==> config.mk <==
export PLATFORM = sky130hd
export DESIGN_NAME = coin_input_conditioner
export DESIGN_NICKNAME = d
export VERILOG_FILES = /design/src/rtl/coin_input_conditioner.sv
export SDC_FILE = /design/constraint.sdc
export NUM_CORES = 1
export LEC_CHECK = 0
export CAP_MARGIN = 10
export CORE_AREA = 3 3 77 79
export CTS_BUF_LIST = sky130_fd_sc_hd__clkbuf_2 sky130_fd_sc_hd__clkbuf_4 sky130_fd_sc_hd__clkbuf_8
export DETAILED_ROUTE_END_ITERATION = 6
export DIE_AREA = 0 0 80 82
export PLACE_DENSITY_LB_ADDON = 0.12
export SLEW_MARGIN = 30
export SYNTH_ARGS = -nofsm -noshare
export SYNTH_HDL_FRONTEND = slang
export SYNTH_SLANG_ARGS = --single-unit
==> constraint.sdc <==
create_clock -name CLK -period 3.5 [get_ports CLK]
set_clock_uncertainty 0.15 [all_clocks]
set_input_delay 0.35 -clock CLK [delete_from_list [all_inputs] [get_ports CLK]]
set_output_delay 0.35 -clock CLK [all_outputs]
set_load 0.02 [all_outputs]
==> src/rtl/coin_input_conditioner.sv <==
// Coin slot front end: synchronizes and debounces four raw coin switches.
// Each clean insertion becomes one value, queued in a FWFT FIFO with a valid/ready handshake.
module coin_input_conditioner #(
    parameter int DEBOUNCE_CYCLES = 16,
    parameter int FIFO_DEPTH      = 4,
    parameter int VAL_DOLLAR      = 20,
    parameter int VAL_FIFTY       = 10,
    parameter int VAL_TEN         = 2,
    parameter int VAL_FIVE        = 1,
    localparam int LVL_W          = $clog2(FIFO_DEPTH + 1)
) (
    input  logic             CLK,
    input  logic             RST_N,
    input  logic             Enable,
    input  logic             OneDollar,
    input  logic             FiftyCents,
    input  logic             TenCents,
    input  logic             FiveCents,
    input  logic             coin_ready,
    output logic             coin_valid,
    output logic [4:0]       coin_value,
    output logic             multi_err,
    output logic             overflow,
    output logic [LVL_W-1:0] fifo_level
);

    localparam int CNT_W = $clog2(DEBOUNCE_CYCLES);
    localparam int PTR_W = $clog2(FIFO_DEPTH);

    logic [3:0]       raw_in;
    logic [3:0]       sync_s1;
    logic [3:0]       sync_s2;
    logic [3:0]       stable;
    logic [3:0]       stable_d;
    logic [CNT_W-1:0] db_cnt [4];
    logic [3:0]       rise;

    logic             push;
    logic             multi_hit;
    logic [4:0]       push_value;

    logic [4:0]       mem [FIFO_DEPTH];
    logic [PTR_W-1:0] wr_ptr;
    logic [PTR_W-1:0] rd_ptr;
    logic             full;
    logic             pop;
    logic             wr_en;

    // Channel order: bit 3 dollar, 2 fifty, 1 ten, 0 five
    assign raw_in = {OneDollar, FiftyCents, TenCents, FiveCents};

    always_ff @(posedge CLK or negedge RST_N) begin
        if (!RST_N) begin
            sync_s1 <= '0;
            sync_s2 <= '0;
        end else begin
            sync_s1 <= raw_in;
            sync_s2 <= sync_s1;
        end
    end

    // Stable state only flips after DEBOUNCE_CYCLES consecutive disagreeing samples
    always_ff @(posedge CLK or negedge RST_N) begin
        if (!RST_N) begin
            stable   <= '0;
            stable_d <= '0;
            for (int i = 0; i < 4; i++) begin
                db_cnt[i] <= '0;
            end
        end else begin
            stable_d <= stable;
            for (int i = 0; i < 4; i++) begin
                if (sync_s2[i] == stable[i]) begin
                    db_cnt[i] <= '0;
                end else if (db_cnt[i] == CNT_W'(DEBOUNCE_CYCLES - 1)) begin
                    stable[i] <= sync_s2[i];
                    db_cnt[i] <= '0;
                end else begin
                    db_cnt[i] <= db_cnt[i] + 1'b1;
                end
            end
        end
    end

    assign rise      = stable & ~stable_d;
    assign push      = Enable & $onehot(rise);
    assign multi_hit = Enable & ($countones(rise) > 1);

    always_comb begin
        push_value = '0;
        if (rise[3]) begin
            push_value = 5'(VAL_DOLLAR);
        end else if (rise[2]) begin
            push_value = 5'(VAL_FIFTY);
        end else if (rise[1]) begin
            push_value = 5'(VAL_TEN);
        end else if (rise[0]) begin
            push_value = 5'(VAL_FIVE);
        end
    end

    assign coin_valid = (fifo_level != '0);
    assign full       = (fifo_level == LVL_W'(FIFO_DEPTH));
    assign pop        = coin_valid & coin_ready;
    // A simultaneous pop frees the head slot, so a push into a full FIFO still lands
    assign wr_en      = push & (~full | pop);
    assign coin_value = coin_valid ? mem[rd_ptr] : '0;

    always_ff @(posedge CLK or negedge RST_N) begin
        if (!RST_N) begin
            wr_ptr     <= '0;
            rd_ptr     <= '0;
            fifo_level <= '0;
            overflow   <= 1'b0;
            multi_err  <= 1'b0;
            for (int i = 0; i < FIFO_DEPTH; i++) begin
                mem[i] <= '0;
            end
        end else begin
            multi_err <= multi_hit;
            if (push & full & ~pop) begin
                overflow <= 1'b1;
            end
            if (wr_en) begin
                mem[wr_ptr] <= push_value;
                wr_ptr      <= wr_ptr + 1'b1;
            end
            if (pop) begin
                rd_ptr <= rd_ptr + 1'b1;
            end
            case ({wr_en, pop})
                2'b10:   fifo_level <= fifo_level + LVL_W'(1);
                2'b01:   fifo_level <= fifo_level - LVL_W'(1);
                default: fifo_level <= fifo_level;
            endcase
        end
    end

endmodule

==> out/metrics.yaml <==
hold_path_end: "sync_s2[3]"
die_area_mm2: 0.006560
grt_pass1_wl_mm: 7.383
post_layout_nonfiller_instances: 292
cts.htree.levels: 3
die_width_um: 80
synth_flop_cell: "dfrtp_1"
max-cap-violations: 0
fin_tns_setup_ps: 0
worst_slew_pin_slew_ps: 532.4
critical_path.n_buffers_inverters: 3
holdCritStartpoint: "sync_s1[3]"
reg2reg_setup_slack_ps: 330
synth-seq-area-share: 0.5405
synth_commonest_cells: "57 x dfrtp_1, 16 x mux2_4, 13 x ha_1, 13 x inv_1, 12 x xnor2_1"
design.final.nets: 237
crit-reg2reg-launch: "stable[0]"
ioPinCount: 19
wp_data_required_ps: 3610
post-synth-top-area-cell: "dfrtp_1"
max_stage_delay_ps: 410
p_r_area_growth_vs_syn_pct: 17.07
async_reset_ff_frac: 1.000
first_global_vias: 1579
port_buffers: 18
clock_tree_from_tritoncts: "done"
hold_depth: 0
gate_family_responsible_for_the_most_delay_along_the_worst_path: "adder cells"
holdCritPathClass: "reg -> reg"
post_layout_min_period_ps: 3170
detail_route.wirelength_mm: 4.317
drt-wirelength-per-cell_um: 14.78
cellLeakagePower_nw: 1.475
timing.critical_path.cells: "nand2b_1, inv_1, ha_1, xnor2_1, ha_1, inv_1, ha_1, and4bb_4, nand2_4, ha_1, inv_1, fa_1, xor2_1, nor2_1, xor2_1"
cp-end-kind: "flop"
drt_first_pass_iters: 4
grt.busiest_layer: "met2"
dp.final_hpwl_mm: 3.266
route.antenna.remaining_nets: 0
grt_start_max_net_pins: 35
initialDrtViolationCount: 44
global_route.usage.met3: 0.05044
reg2reg_depth: 15
antenna_cells: 0
synth.top_cells.by_area: "dfrtp_1 54%, mux2_4 9.1%, ha_1 6.2%"
vdd_drop_max_uv: 370.4
syn_inst: 189
grt.met1_usage: 0.1784
slew_headroom: 0.6451
timing.fmax_mhz: 315.5
antenna_found_initial: 0
synth_seq_cells: 57
synth_fp_nets: 211
dpl_cell_area_mm2: 0.002880
floorplan.initialDensity: 0.4882
unrepaired_setup_endpoints_after_global_routing: "no"
clock_path_buffers: 2
maxSlewViolCount: 0
cts_buffers: 9
yosysMostFrequentCell: "dfrtp_1"
fp.coreArea_mm2: 0.005405
power.density_mw_per_mm2: 526.5
route.detailed.drc: 0
grt.total_usage: 0.1552
finalHoldViolCount: 0
num_vias: 1494
timing.hold.ws_ps: 203.2
synth_cell_type_count: 35
num-fill-cells: 452
cts.clk_slew.worst_paths_ps: 60
reg2reg_capture_point: "fifo_level[2]"
synth_enable_flop_cells: 0
cpMostUsedCell: "ha_1"
synth.cell_area_mm2: 0.002639
syn_area_per_cell_um2: 13.96
clock_tree.root_cell: "clkbuf_8"
cp.depth: 15
die_height_um: 82
startpoint_kind_of_the_worst_setup_timing_path: "flop"
drt-vias-per-instance: 5.116
gpl.final_weighted_congestion: 0.7620
finalCritPeriodShare: 0.9057
placed_cells_incl_taps: 275
clock-sinks: 57
fraction_of_layout_cells_with_a_size_suffix_above_1: 0.2318
synthDominantCellAreaShare: 0.5405
synth-warning-count: 0
grt.met2_usage: 0.2566
gr-total-overflow: 0
worst_ep_arrival_time_ps: 3280
worstPathMaxFanout: 6
setup_viol_count_final: 0
criticalPathCategory: "reg -> reg"
core.rowCount: 27
final_area_mm2: 0.003089
clk_latency_ps: 330
status: "finished clean"
crit_path_top_delay_cell: "dfrtp_1"
## cell usage in the layout (no fill, tap or decap), types with 3 or more instances in the layout
cell type / synthesis / final
clkbuf_8: 0 / 10
nand3_1: 5 / 5
xor2_1: 3 / 3
o21ai_0: 5 / 5
clkinv_2: 0 / 4
mux2_4: 16 / 16
and2_1: 6 / 6
nand3_4: 4 / 4
dfrtp_1: 57 / 57
nor2b_1: 4 / 4
ha_1: 13 / 13
a21oi_1: 7 / 7
nand2b_1: 3 / 3
mux2_2: 5 / 5
mux4_2: 4 / 4
nor2_1: 6 / 6
inv_1: 13 / 13
clkdlybuf4s50_1: 0 / 17
nand4b_1: 3 / 3
xnor2_1: 12 / 12
nor3b_1: 3 / 3
## state kept, by name, indices dropped and copies added (netlist names)
register and flops:
multi_err 1, rd_ptr 2, mem 16, wr_ptr 2
overflow 1, fifo_level 3, stable 4, stable_d 4
db_cnt 16, sync_s1 4, sync_s2 4
## how the worst max path moves through the flow
stage / slack [ps] / end / start
4_1_cts: 190 / fifo_level[2] / stable[0]
3_5_place_dp: 200 / fifo_level[2] / stable[0]
6_report: 330 / fifo_level[2] / stable[0]
3_3_place_gp: 350 / fifo_level[2] / stable[0]
2_1_floorplan: 430 / fifo_level[2] / stable[0]
5_1_grt: 50 / fifo_level[2] / stable[0]
## per-stage QoR
step | worst slack (ps) | power (mW) | utilization
after floorplan | 425.3 | 0.9488 | -
after global placement | 350.5 | 1.026 | 0.5329
after detailed placement | 201.9 | 1.047 | 0.5329
after CTS | 190.0 | 1.644 | 0.5708
after global routing | 49.87 | 1.711 | 0.5715
final | 330.1 | 1.627 | 0.5715
## cell type report
| cell class | count | area, um2 | share of cell area |
|---|---|---|---|
| multi-input cells | 114 | 1136 | 0.3678 |
| clock buffers | 10 | 137.6 | 0.04455 |
| flip-flops and latches | 57 | 1426 | 0.4617 |
| inverters | 13 | 48.80 | 0.01580 |
| clock inverters | 6 | 57.56 | 0.01863 |
| well taps | 72 | 90.09 | 0.02916 |
| repair buffers | 20 | 192.7 | 0.06237 |
## what timing repair did
| action | in CTS | in global routing |
|---|---|---|
| gates resized for setup | 0 | 1 |
| hold buffers | 1 | 0 |
| setup buffers | 0 | 0 |
| endpoints found under the hold margin | 23 | 0 |
| endpoints found under the setup margin | 0 | 1 |
## report_power, final
| part | switching [mW] | internal, mW |
|---|---|---|
| Combinational | 0.126 | 0.131 |
| Sequential | 0.0678 | 0.707 |
| Clock | 0.252 | 0.342 |
| Total | 0.446 | 1.18 |
## cell families after synthesis
kind of cell / Yosys count / share of synthesized area
multiplexers: 26 / 0.1503
AO/OA/AOI/OAI: 18 / 0.04078
adder cells (fa/ha/maj): 14 / 0.06923
buffers and inverters: 18 / 0.03035
flip-flops: 57 / 0.5405
AND/OR/NAND/NOR: 41 / 0.1190
XOR/XNOR: 15 / 0.04979
## per-layer routing
layer | up-vias | wire length (um) | part of all wire
met3 | 7 | 149 | 0.035
met1 | 758 | 1887 | 0.44
met5 | - | 0 | 0
met2 | 26 | 2189 | 0.51
met4 | 0 | 91 | 0.021
li1 | 703 | - | -
No activity file was read; power rests on OpenSTA's default activity.
